[config.mk]
export PLATFORM = sky130hd
export DESIGN_NAME = raster_n
export DESIGN_NICKNAME = d
export VERILOG_FILES = /design/src/rtl/raster_n.sv
export SDC_FILE = /design/constraint.sdc
export NUM_CORES = 1
export LEC_CHECK = 0
export ABC_AREA = 1
export BUFFER_PORTS_ARGS = -buffer_cell sky130_fd_sc_hd__buf_4
export CORE_UTILIZATION = 55
export DETAILED_ROUTE_END_ITERATION = 8
export GPL_TIMING_DRIVEN = 0
export PLACE_DENSITY = 0.82
export SLEW_MARGIN = 20
export SYNTH_ARGS = -nofsm -noshare
export SYNTH_HDL_FRONTEND = slang
export SYNTH_SLANG_ARGS = --single-unit
[constraint.sdc]
create_clock -name clk -period 4.8 [get_ports clk]
set_input_delay 0.48 -clock clk [delete_from_list [all_inputs] [get_ports clk]]
set_output_delay 0.48 -clock clk [all_outputs]
set_load 0.01 [all_outputs]
[src/rtl/raster_n.sv]
// raster_n: scanline triangle rasteriser driven by VGA-style x/y counters.
// Every VGA pixel takes two clock cycles (phases):
//   EVAL  (phase 0) - step the barycentrics, classify each triangle against
//                     the current edge values, choose the winning triangle,
//                     and register its index, facing and texture address.
//   SHADE (phase 1) - the texel for that address is now valid. Resolve the
//                     pixel colour, count foreground coverage and step the
//                     edge functions to the next pixel.
// The edge and barycentric accumulators reload from their line-start values
// at the end of each visible line and at the end of the frame.
//
// Timing: a pixel's colour appears on rgb two clock edges after its EVAL
// cycle begins (EVAL edge plus SHADE edge). Outside the visible area rgb
// reads 0.
module raster_n #(
    parameter int NTRI = 2,
    parameter int EW   = 20,
    parameter int BW   = 22,
    parameter int UVW  = 7,
    localparam int TIW = (NTRI > 1) ? $clog2(NTRI) : 1
) (
    input  logic                 clk,
    input  logic                 reset,
    input  logic [9:0]           x,
    input  logic [9:0]           y,
    input  logic [2:0]           mode,
    input  logic [NTRI-1:0]      tri_en,
    input  logic [NTRI*3*EW-1:0] e_init,
    input  logic [NTRI*3*EW-1:0] e_dx,
    input  logic [NTRI*BW-1:0]   by_init,
    input  logic [NTRI*BW-1:0]   by_dx,
    input  logic [NTRI*BW-1:0]   bz_init,
    input  logic [NTRI*BW-1:0]   bz_dx,
    input  logic [NTRI*6-1:0]    tri_color,
    input  logic [5:0]           bg_color,
    output logic [UVW-1:0]       tex_u,
    output logic [UVW-1:0]       tex_v,
    input  logic                 tex_texel,
    output logic [5:0]           rgb,
    output logic [TIW-1:0]       hit_idx,
    output logic [18:0]          cov_count,
    output logic                 cov_valid
);

    localparam logic [9:0] X_ACTIVE  = 10'd640;
    localparam logic [9:0] Y_ACTIVE  = 10'd480;
    localparam logic [9:0] X_LAST    = 10'd799;
    localparam logic [9:0] Y_LAST    = 10'd524;
    localparam logic [5:0] COL_FRONT = 6'b111111;
    localparam logic [5:0] COL_BACK  = 6'b101010;
    localparam logic [5:0] COL_BLACK = 6'b000000;

    typedef enum logic {
        PH_EVAL  = 1'b0,
        PH_SHADE = 1'b1
    } phase_e;

    phase_e phase_q, phase_d;

    // Cycle qualifiers
    logic active;
    logic reload;
    logic eval_cyc;
    logic shade_cyc;
    logic snap_pos;
    logic snap;

    // Per-triangle accumulators
    logic [EW-1:0] e_q     [NTRI][3];
    logic [EW-1:0] e_d     [NTRI][3];
    logic [BW-1:0] by_q    [NTRI];
    logic [BW-1:0] by_d    [NTRI];
    logic [BW-1:0] bz_q    [NTRI];
    logic [BW-1:0] bz_d    [NTRI];
    logic [BW-1:0] by_step [NTRI];
    logic [BW-1:0] bz_step [NTRI];

    // Classification and winner search
    logic [NTRI-1:0] front;
    logic [NTRI-1:0] back;
    logic            neg_all;
    logic            pos_all;
    logic            found;
    logic [TIW-1:0]  win_idx;
    logic            win_back;
    logic [UVW-1:0]  win_u;
    logic [UVW-1:0]  win_v;

    // Shading
    logic [5:0] win_color;
    logic [5:0] shade_rgb;

    // Registered pixel state and outputs
    logic [UVW-1:0] tex_u_q, tex_u_d;
    logic [UVW-1:0] tex_v_q, tex_v_d;
    logic [TIW-1:0] hit_idx_q, hit_idx_d;
    logic           back_q, back_d;
    logic           bg_q, bg_d;
    logic [5:0]     rgb_q, rgb_d;
    logic [18:0]    acc_q, acc_d;
    logic [18:0]    cov_count_q, cov_count_d;
    logic           cov_valid_q, cov_valid_d;
    logic           snap_seen_q, snap_seen_d;

    // Decode where the beam is: visible region, reload point, snapshot point.
    // The snapshot fires only on the first cycle at (0,480), so a pixel
    // that spans two clocks still gives a single cov_valid pulse.
    always_comb begin
        active    = (x < X_ACTIVE) && (y < Y_ACTIVE);
        reload    = (x == X_LAST) && ((y < Y_ACTIVE) || (y == Y_LAST));
        eval_cyc  = active && (phase_q == PH_EVAL);
        shade_cyc = active && (phase_q == PH_SHADE);
        snap_pos  = (y == Y_ACTIVE) && (x == 10'd0);
        snap      = snap_pos && !snap_seen_q;
    end

    // Phase sequencing: toggle on every visible cycle, realign on reload.
    always_comb begin
        phase_d = phase_q;
        if (reload) begin
            phase_d = PH_EVAL;
        end else if (active) begin
            phase_d = (phase_q == PH_EVAL) ? PH_SHADE : PH_EVAL;
        end
    end

    // Phase state register.
    always_ff @(posedge clk or negedge reset) begin
        if (!reset) begin
            phase_q <= PH_EVAL;
        end else begin
            phase_q <= phase_d;
        end
    end

    // Edge functions: reload has priority, otherwise step once per SHADE.
    always_comb begin
        for (int t = 0; t < NTRI; t++) begin
            for (int k = 0; k < 3; k++) begin
                e_d[t][k] = e_q[t][k];
                if (reload) begin
                    e_d[t][k] = e_init[(3*t+k)*EW +: EW];
                end else if (shade_cyc) begin
                    e_d[t][k] = e_q[t][k] + e_dx[(3*t+k)*EW +: EW];
                end
            end
        end
    end

    // Barycentrics: reload has priority, otherwise step once per EVAL.
    // The stepped values also feed this pixel's texture address.
    always_comb begin
        for (int t = 0; t < NTRI; t++) begin
            by_step[t] = by_q[t] + by_dx[t*BW +: BW];
            bz_step[t] = bz_q[t] + bz_dx[t*BW +: BW];
            by_d[t]    = by_q[t];
            bz_d[t]    = bz_q[t];
            if (reload) begin
                by_d[t] = by_init[t*BW +: BW];
                bz_d[t] = bz_init[t*BW +: BW];
            end else if (eval_cyc) begin
                by_d[t] = by_step[t];
                bz_d[t] = bz_step[t];
            end
        end
    end

    // Classify each triangle as front (all edges < 0) or back (all edges > 0).
    // A zero on any edge counts as a miss, so it is neither front nor back.
    always_comb begin
        front   = '0;
        back    = '0;
        neg_all = 1'b0;
        pos_all = 1'b0;
        for (int t = 0; t < NTRI; t++) begin
            neg_all = 1'b1;
            pos_all = 1'b1;
            for (int k = 0; k < 3; k++) begin
                if (!e_q[t][k][EW-1]) begin
                    neg_all = 1'b0;
                end
                if (e_q[t][k][EW-1] || (e_q[t][k] == '0)) begin
                    pos_all = 1'b0;
                end
            end
            front[t] = neg_all;
            back[t]  = pos_all;
        end
    end

    // Priority search: the lowest enabled index with a qualifying hit wins.
    // When culling is on, a back-facing hit is skipped and the search goes on.
    // u is the stepped bz; v is the stepped by plus bz. Both take the UVW
    // bits just below the two integer bits of the Q2 value.
    always_comb begin
        found    = 1'b0;
        win_idx  = '0;
        win_back = 1'b0;
        win_u    = '0;
        win_v    = '0;
        for (int t = 0; t < NTRI; t++) begin
            if (!found && tri_en[t] && (front[t] || (back[t] && !mode[2]))) begin
                found    = 1'b1;
                win_idx  = TIW'(t);
                win_back = back[t];
                win_u    = bz_step[t][BW-3 -: UVW];
                win_v    = UVW'((by_step[t] + bz_step[t]) >> (BW - 2 - UVW));
            end
        end
    end

    // Resolve the SHADE colour from the EVAL results and the returned texel.
    always_comb begin
        win_color = '0;
        for (int t = 0; t < NTRI; t++) begin
            if (hit_idx_q == TIW'(t)) begin
                win_color = tri_color[t*6 +: 6];
            end
        end
        shade_rgb = bg_color;
        if (!bg_q) begin
            case (mode[1:0])
                2'd0:    shade_rgb = tex_texel ? win_color : bg_color;
                2'd1:    shade_rgb = back_q ? COL_BACK : COL_FRONT;
                2'd2:    shade_rgb = win_color;
                default: shade_rgb = COL_BLACK;
            endcase
        end
    end

    // Next-state logic for the pixel pipeline, rgb and coverage counter.
    always_comb begin
        tex_u_d     = tex_u_q;
        tex_v_d     = tex_v_q;
        hit_idx_d   = hit_idx_q;
        back_d      = back_q;
        bg_d        = bg_q;
        rgb_d       = rgb_q;
        acc_d       = acc_q;
        cov_count_d = cov_count_q;
        cov_valid_d = 1'b0;
        snap_seen_d = snap_pos;

        if (eval_cyc) begin
            hit_idx_d = win_idx;
            back_d    = win_back;
            bg_d      = !found;
            tex_u_d   = win_u;
            tex_v_d   = win_v;
        end

        if (!active) begin
            rgb_d = '0;
        end else if (shade_cyc) begin
            rgb_d = shade_rgb;
        end

        if (snap) begin
            cov_count_d = acc_q;
            cov_valid_d = 1'b1;
            acc_d       = '0;
        end else if (shade_cyc && !bg_q) begin
            acc_d = acc_q + 19'd1;
        end
    end

    // Datapath and output registers.
    always_ff @(posedge clk or negedge reset) begin
        if (!reset) begin
            for (int t = 0; t < NTRI; t++) begin
                for (int k = 0; k < 3; k++) begin
                    e_q[t][k] <= '0;
                end
                by_q[t] <= '0;
                bz_q[t] <= '0;
            end
            tex_u_q     <= '0;
            tex_v_q     <= '0;
            hit_idx_q   <= '0;
            back_q      <= 1'b0;
            bg_q        <= 1'b0;
            rgb_q       <= '0;
            acc_q       <= '0;
            cov_count_q <= '0;
            cov_valid_q <= 1'b0;
            snap_seen_q <= 1'b0;
        end else begin
            e_q         <= e_d;
            by_q        <= by_d;
            bz_q        <= bz_d;
            tex_u_q     <= tex_u_d;
            tex_v_q     <= tex_v_d;
            hit_idx_q   <= hit_idx_d;
            back_q      <= back_d;
            bg_q        <= bg_d;
            rgb_q       <= rgb_d;
            acc_q       <= acc_d;
            cov_count_q <= cov_count_d;
            cov_valid_q <= cov_valid_d;
            snap_seen_q <= snap_seen_d;
        end
    end

    assign tex_u     = tex_u_q;
    assign tex_v     = tex_v_q;
    assign rgb       = rgb_q;
    assign hit_idx   = hit_idx_q;
    assign cov_count = cov_count_q;
    assign cov_valid = cov_valid_q;

endmodule

# After elaboration in Yosys (flattened, before gate mapping)
# Index checks and enable logic that the tools add are counted.
[totals]
romBits = 0
ram_bits = 0
out_inout_bits = 41
inputBits = 462
elab_cells = 135
n_memories = 0
register_bits = 272
latchBits = 0
[op_classes]
n_reduce_logical = 38
n_div = 0
n_lt_le_gt_ge = 2
n_mux = 54
n_eq_ne = 6
addsub = 13
multipliers = 0
bitwise_logic = 1
shift = 0
[ops]
columns = ["cell", "count"]
rows = [
  ["two-way mux 20 bit", 12],
  ["two-way mux 22 bit", 8],
  ["adder 20 bit", 8],
  ["zero test 20 bit", 6],
  ["adder 22 bit", 4],
  ["two-way mux 19 bit", 2],
  ["two-way mux 6 bit", 5],
  ["two-way mux 7 bit", 4],
  ["two-way mux 1 bit", 21],
  ["equality test 10 bit (second input constant)", 2],
  ["adder 19 x 1 -> 19 bit (second input constant)", 1],
  ["case mux 6 bit (3 select lines)", 1],
  ["logical AND 1 bit", 12],
  ["equality test 10 x 9 -> 1 bit (second input constant)", 1],
  ["zero test 10 bit", 1],
  ["< comparator 10 bit (second input constant)", 1],
  ["< comparator 10 x 9 -> 1 bit (second input constant)", 1],
  ["logical OR 1 bit", 9],
  ["nonzero test 2 bit", 4],
  ["zero test 1 bit", 5],
  ["two-way mux 5 bit", 1],
  ["equality test 2 x 1 -> 1 bit (second input constant)", 1],
  ["equality test 2 bit (second input constant)", 1],
  ["zero test 2 bit", 1],
  ["other kinds (2)", 2],
]

# Longest topological paths before layout
[logic_depth]
depth_word = 14
depth_mapped = 26
mapped_depth_nobuf = 26

# Worst setup path before layout
# No wires, ideal clock.
[synth_timing]
path_kind = "input to register"
from = "input bz_dx[25]"
to = "register tex_v_q[6] (netlist: tex_v[6])"
setup_slack_ns = 1.205
cell_stages = 24
setup_time_ns = 0.117
t_required_ns = 4.683
t_arrival_ns = 3.479
n_path_buf = 0
cell_sequence = "ha_1 > a21oi_1 > o21ai_0 > nand2_1 > o211ai_1 > a31oi_1 > o21ai_1 > a21boi_0 > or2_0 > and2_1 > inv_1 > ha_1 > nand2_1 > nor4_1 > nand4_1 > nand3_1 > nand2_1 > nand3b_1 > nand2_1 > nand2_1 > nand3_1 > nand2_1 > nand2_1 > nand2_1"
[synth_via]
elab_chain_len = 3
[synth_lines]
columns = ["element", "line_no", "rtl"]
rows = [
  ["start, declared", "33", "input logic [NTRI*BW-1:0] bz_dx,"],
  ["adder 22 bit", "155", "bz_step[t] = bz_q[t] + bz_dx[t*BW +: BW];"],
  ["adder 20 bit", "207", "win_v = UVW'((by_step[t] + bz_step[t]) >> (BW - 2 - UVW));"],
  ["two-way mux 7 bit", "202", "if (!found && tri_en[t] && (front[t] || (back[t] && !mode[2]))) begin"],
  ["end signal, assigned", "292", "tex_v_q <= tex_v_d;"],
  ["end, declared", "95", "logic [UVW-1:0] tex_v_q, tex_v_d;"],
]
# No other way between the ends.
# A chain may end at the register's enable or synchronous reset.

# Worst setup path after layout
[layout_timing]
from = "register bz_q[3] in the netlist's numbering"
to = "register tex_v_q[6] (netlist: tex_v[6])"
[layout_via]
elab_chain_len = 3
[layout_lines]
columns = ["element", "line_no", "rtl"]
rows = [
  ["start, declared", "73", "logic [BW-1:0] bz_q [NTRI];"],
  ["start signal, assigned", "290", "bz_q <= bz_d;"],
  ["adder 22 bit", "155", ""],
  ["adder 20 bit", "207", ""],
  ["two-way mux 7 bit", "202", ""],
]
# No other way between the ends.

==> impl.org <==
** Outcome
- The flow ran to the end, and the final reports show no timing, DRC or antenna violations.

** Synthesis
- Synthesis handed over a netlist of 3254 instances.
- For this run, the number of Yosys warnings is 0.
- Mean Syn Cell Area :: 7.142 um^2
- Share of synthesized area spent on multiplexers :: 0
- Simple-gate area share of the yosys netlist :: 0.2705
- Count of flip-flops with a built-in enable after synthesis :: 0
- Share of synthesized cell area in full adder, half adder and majority cells :: 0.1303
- The complex-gate fraction of the synthesized area is 0.1905.
- Of the synthesized area, sequential elements account for 0.2843.
- Dominant combinational cell family by area after synthesis :: simple AND/OR/NAND/NOR gates
- Counting flops and latches in the post-synthesis netlist gives 264.
- The netlist uses 60 different library cells.
- Synth async-reset ratio :: 1.000
- Of the total synthesized cell area, the portion taken by XOR and XNOR cells is 0.05578.
- Predominant post-synthesis flop cell :: sky130_fd_sc_hd__dfrtp_1
- Post-Synthesis Net Count :: 3952
- In this run the cell area of the synthesized design comes to 23240 um^2.

** GRT
- Overflow left after global routing :: 0
- Entering global routing, the biggest net connects 94 pins.
- Number of global-route vias before repair :: 24.96k
- The number of antenna violations at the first check in global routing was 9.
- Total routing usage reported by global routing :: 0.4055
- Global-route wire length before repair :: 135600 um

** Power
- Of the total power, the share spent switching nets is 0.4994.
- Leakage dissipation :: 14.54 nW
- Internal power of the cells :: 0.009617 W
- Of the total power, registers draw 0.203.
- Of the total power, the clock network draws 0.143.
- VDD IR max :: 0.3489 mV
- Pwr Density :: 666.1 nW/um^2
- The share of total power dissipated in combinational logic is 0.654.
- Switching power of the nets :: 0.009595 W

** Drt
- Vias :: 25.93k
- Wire segments on met2 add up to 39590 um in the final route.
- The final layout contains routed wiring with a total length of 88930 um.
- Met3 routed WL :: 9776 um
- After detailed routing, the average wire length per cell comes to 20.48 um.
- The detail route stage leaves a number of antenna-violating nets equal to 0.
- Drt first-iter violations :: 2386
- Average via count per standard cell :: 5.971
- Pre-Repair DR Iteration Count :: 6
- After detailed routing, the number of remaining DRC violations is 0.
- Highest metal layer used by the detailed router :: met5
- After detailed routing, the wire length on met1 is 34240 um.

** Timing
- Achievable Freq :: 231.4 MHz
- The worst path needs 4.321 ns of the cycle, external delays included.
- The clock arrives with 0.02656 ns of skew.
- Final setup vio count :: 0
- The number of max-slew violations in the final report was 0.
- In this run the tightest slew margin relative to its limit is 0.2621.
- Setup total negative slack on the finished layout was measured at 0 ns.
- Setup repair after global routing left no endpoint under its margin.
- At the pin with the least slew margin, the transition time is 1.107 ns.
- In the finished design, the share of the clock period the worst path needs comes to 0.9003.
- The count of endpoints failing hold in the final timing report came to 0.

** Setup path
- Crit Path Class :: reg -> reg
- Critical Path RT :: 5.24 ns
- Critical Path Max Stage Delay :: 0.38 ns
- Worst R2R Setup Slack :: 0.48 ns
- Cell repeated most along the worst path :: sky130_fd_sc_hd__nand2_1
- In this run the worst path has a maximum fanout of 5.
- The startpoint identified for the worst register-to-register timing path is bz_q[3].
- STA classifies the critical path endpoint as a flip-flop.
- STA classifies the critical path startpoint as a flip-flop.
- Depth of the most critical reg-to-reg path :: 24
- The worst register-to-register path ends at tex_v[6].
- Walking the worst path, the cells encountered are ha_1 -> a21oi_1 -> o21ai_0 -> nand2_1 -> o211ai_1 -> a31oi_1 -> o21ai_1 -> a21boi_0 -> or2_0 -> and2_1 -> inv_1 -> ha_1 -> nand2_1 -> nor4_1 -> nand4_1 -> nand3_1 -> nand2_1 -> nand3b_1 -> nand2_1 -> nand2_1 -> nand3_1 -> nand2_1 -> nand2_1 -> nand2_1.
- On the critical path, the stage with the largest delay is an instance of sky130_fd_sc_hd__dfrtp_1.
- At the worst endpoint, the arrival time is 4.76 ns.

** CTS
- TritonCTS built the clock tree.
- The tree is rooted in a sky130_fd_sc_hd__clkbuf_16.
- CTS H-Tree Depth :: 2
- Buffers inserted during clock tree synthesis total 34.
- Later-pin clock latency in the skew report :: 0.57 ns
- After clock tree synthesis, the clock-pin slew on the worst setup and hold paths is 0.06 ns.
- Sinks on Clock Net :: 264
- The clock passes through at most 3 buffers.

** Worst hold path
- The worst hold path was traced through 3 stages.
- For hold timing, the worst endpoint is bz_q[16].
- Hold Crit Start :: bz_init[38]
- Hold/Removal Path Class :: in -> reg

** Placed design
- Post-detailed-placement half-perimeter wirelength :: 70950 um
- Routability-driven placement finished with a final weighted congestion of 1.015.
- Placed Instance Area :: 27640 um^2
- Number of port buffers :: 486

** Floorplan
- Num rows :: 74
- In this run the count of I/O pins placed on the die edge is 503.
- Measured along the y axis, the die boundary spans 207.6 um.
- The initial utilization of the core area, before any placement, comes to 0.5627.
- The floorplan step set the die width to 207.6 um.
- The die covers 43080 um^2.
- The total area inside the core boundary comes to 41290 um^2.

** Cells and area
- Seq. cell area :: 6606 um^2
- Multi-input combinational cell area :: 15040 um^2
- Post-layout nets :: 4478
- In the final layout, the share of cells above drive strength 1 is 0.1636.
- The area growth from synthesis to layout is 24.11%.
- Final design area excluding fillers :: 28840 um^2
- Fillers :: 3633

** Run
- Across the run, the number of max-cap violations was 0.
## cells by family (layout without fill, tap and decap cells)
family	Yosys count	after routing
simple gates	1464	1464
buf+inv	410	959
fa+ha+maj	236	236
other cells	0	8
xor+xnor	148	148
flops	264	264
compound gates	732	732
## per-layer routing
metal	track usage	vias up
met4	0.2301	6
met3	0.09607	278
met1	0.4999	11980
met2	0.6515	1375
li1	-	12300
met5	0	-
## cells in the mapped netlist, drive strengths merged, types with 60 or more instances
library cell	n	share of area
dfrtp	264	0.28
nand4	60	0.016
o21ai	178	0.039
o22ai	60	0.016
a21oi	255	0.055
nor2	211	0.035
inv	327	0.053
xor2	81	0.031
xnor2	67	0.025
nand3	223	0.048
ha	226	0.12
nand2	839	0.14
## stage by stage
stage,cells,setup slack [ns],power (W),hold WS [ns],util
after floorplan,3254,1.205,0.01292,0.1844,-
after global placement,4272,0.3795,0.01584,0.4665,0.6672
after detailed placement,4275,0.3086,0.01606,0.3676,0.6694
after CTS,4335,0.5654,0.01890,0.1310,0.6979
after global routing,4339,0.2060,0.02090,0.1469,0.6982
final,4343,0.4787,0.01921,0.1379,0.6984
## area by class of cell
class | instances | share of cell area
multi-input cells | 2580 | 0.5214
flip-flops and latches | 264 | 0.2291
repair buffers | 490 | 0.1300
inverters | 330 | 0.04312
clock buffers | 50 | 0.03622
well taps | 532 | 0.02308
plain buffers | 80 | 0.01219
clock inverters | 9 | 0.004295
diodes | 8 | 0.0006941
## power by group through the flow
stage               registers, W  clock network (W)  logic, W
global placement         0.00387                  0    0.0120
global route             0.00400            0.00284    0.0141
floorplan                0.00369                  0   0.00923
detailed placement       0.00389                  0    0.0122
CTS                      0.00387            0.00275    0.0123
finish                   0.00391            0.00275    0.0126
## how the worst max path moves through the flow
stage	depth (start not counted)	end	startpoint	slack (ns)
4_1_cts	24	tex_v[6]	bz_q[3]	0.57
3_5_place_dp	25	tex_v[6]	bz_dx[25]	0.31
6_report	24	tex_v[6]	bz_q[3]	0.48
2_1_floorplan	24	tex_v[6]	bz_dx[25]	1.20
5_1_grt	24	tex_v[6]	bz_q[3]	0.21
3_3_place_gp	25	tex_v[6]	bz_dx[25]	0.38
## worst max-delay path, delay by kind of cell, from the launching register on
family	cells	cell delay, ns
adder cells (fa/ha/maj)	2	0.70
buffers and inverters	1	0.07
AO/OA/AOI/OAI	6	1.13
AND/OR/NAND/NOR	15	1.93
flip-flops	1	0.38
## repair_timing
item,in CTS,in global routing
hold endpoints to repair,29,0
buffers inserted,0,0
hold buffers,1,0
resized for setup,0,0
## state kept, by name, summed over array words and instances (netlist names), 6 cells and up
| register | cells |
|---|---|
| bz_q | 40 |
| by_q | 40 |
| acc_q | 19 |
| tex_v | 7 |
| tex_u | 7 |
| rgb | 6 |
| cov_count | 19 |
| e_q | 120 |
## placed cells by master (no fill, tap or decap), types with 7 or more instances in the layout
cell type / n
sky130_fd_sc_hd__or2_2: 15
sky130_fd_sc_hd__o31ai_1: 13
sky130_fd_sc_hd__nor3_1: 49
sky130_fd_sc_hd__nor4_1: 40
sky130_fd_sc_hd__clkbuf_1: 49
sky130_fd_sc_hd__clkbuf_16: 37
sky130_fd_sc_hd__o21a_1: 13
sky130_fd_sc_hd__a21oi_1: 254
sky130_fd_sc_hd__xor2_1: 81
sky130_fd_sc_hd__o22ai_1: 60
sky130_fd_sc_hd__diode_2: 8
sky130_fd_sc_hd__dfrtp_1: 264
sky130_fd_sc_hd__buf_4: 487
sky130_fd_sc_hd__buf_2: 35
sky130_fd_sc_hd__o221ai_1: 39
sky130_fd_sc_hd__xnor2_1: 67
sky130_fd_sc_hd__nor2_1: 206
sky130_fd_sc_hd__nand3_1: 221
sky130_fd_sc_hd__nand2_1: 834
sky130_fd_sc_hd__o21ai_0: 152
sky130_fd_sc_hd__ha_1: 226
sky130_fd_sc_hd__a31oi_1: 28
sky130_fd_sc_hd__o211ai_1: 53
sky130_fd_sc_hd__fa_1: 10
sky130_fd_sc_hd__clkbuf_8: 7
sky130_fd_sc_hd__inv_1: 321
sky130_fd_sc_hd__nand4_1: 60
sky130_fd_sc_hd__o21bai_1: 31
sky130_fd_sc_hd__a21o_1: 19
sky130_fd_sc_hd__o21ai_1: 23
Note: power is estimated with default switching activity, not from simulation.
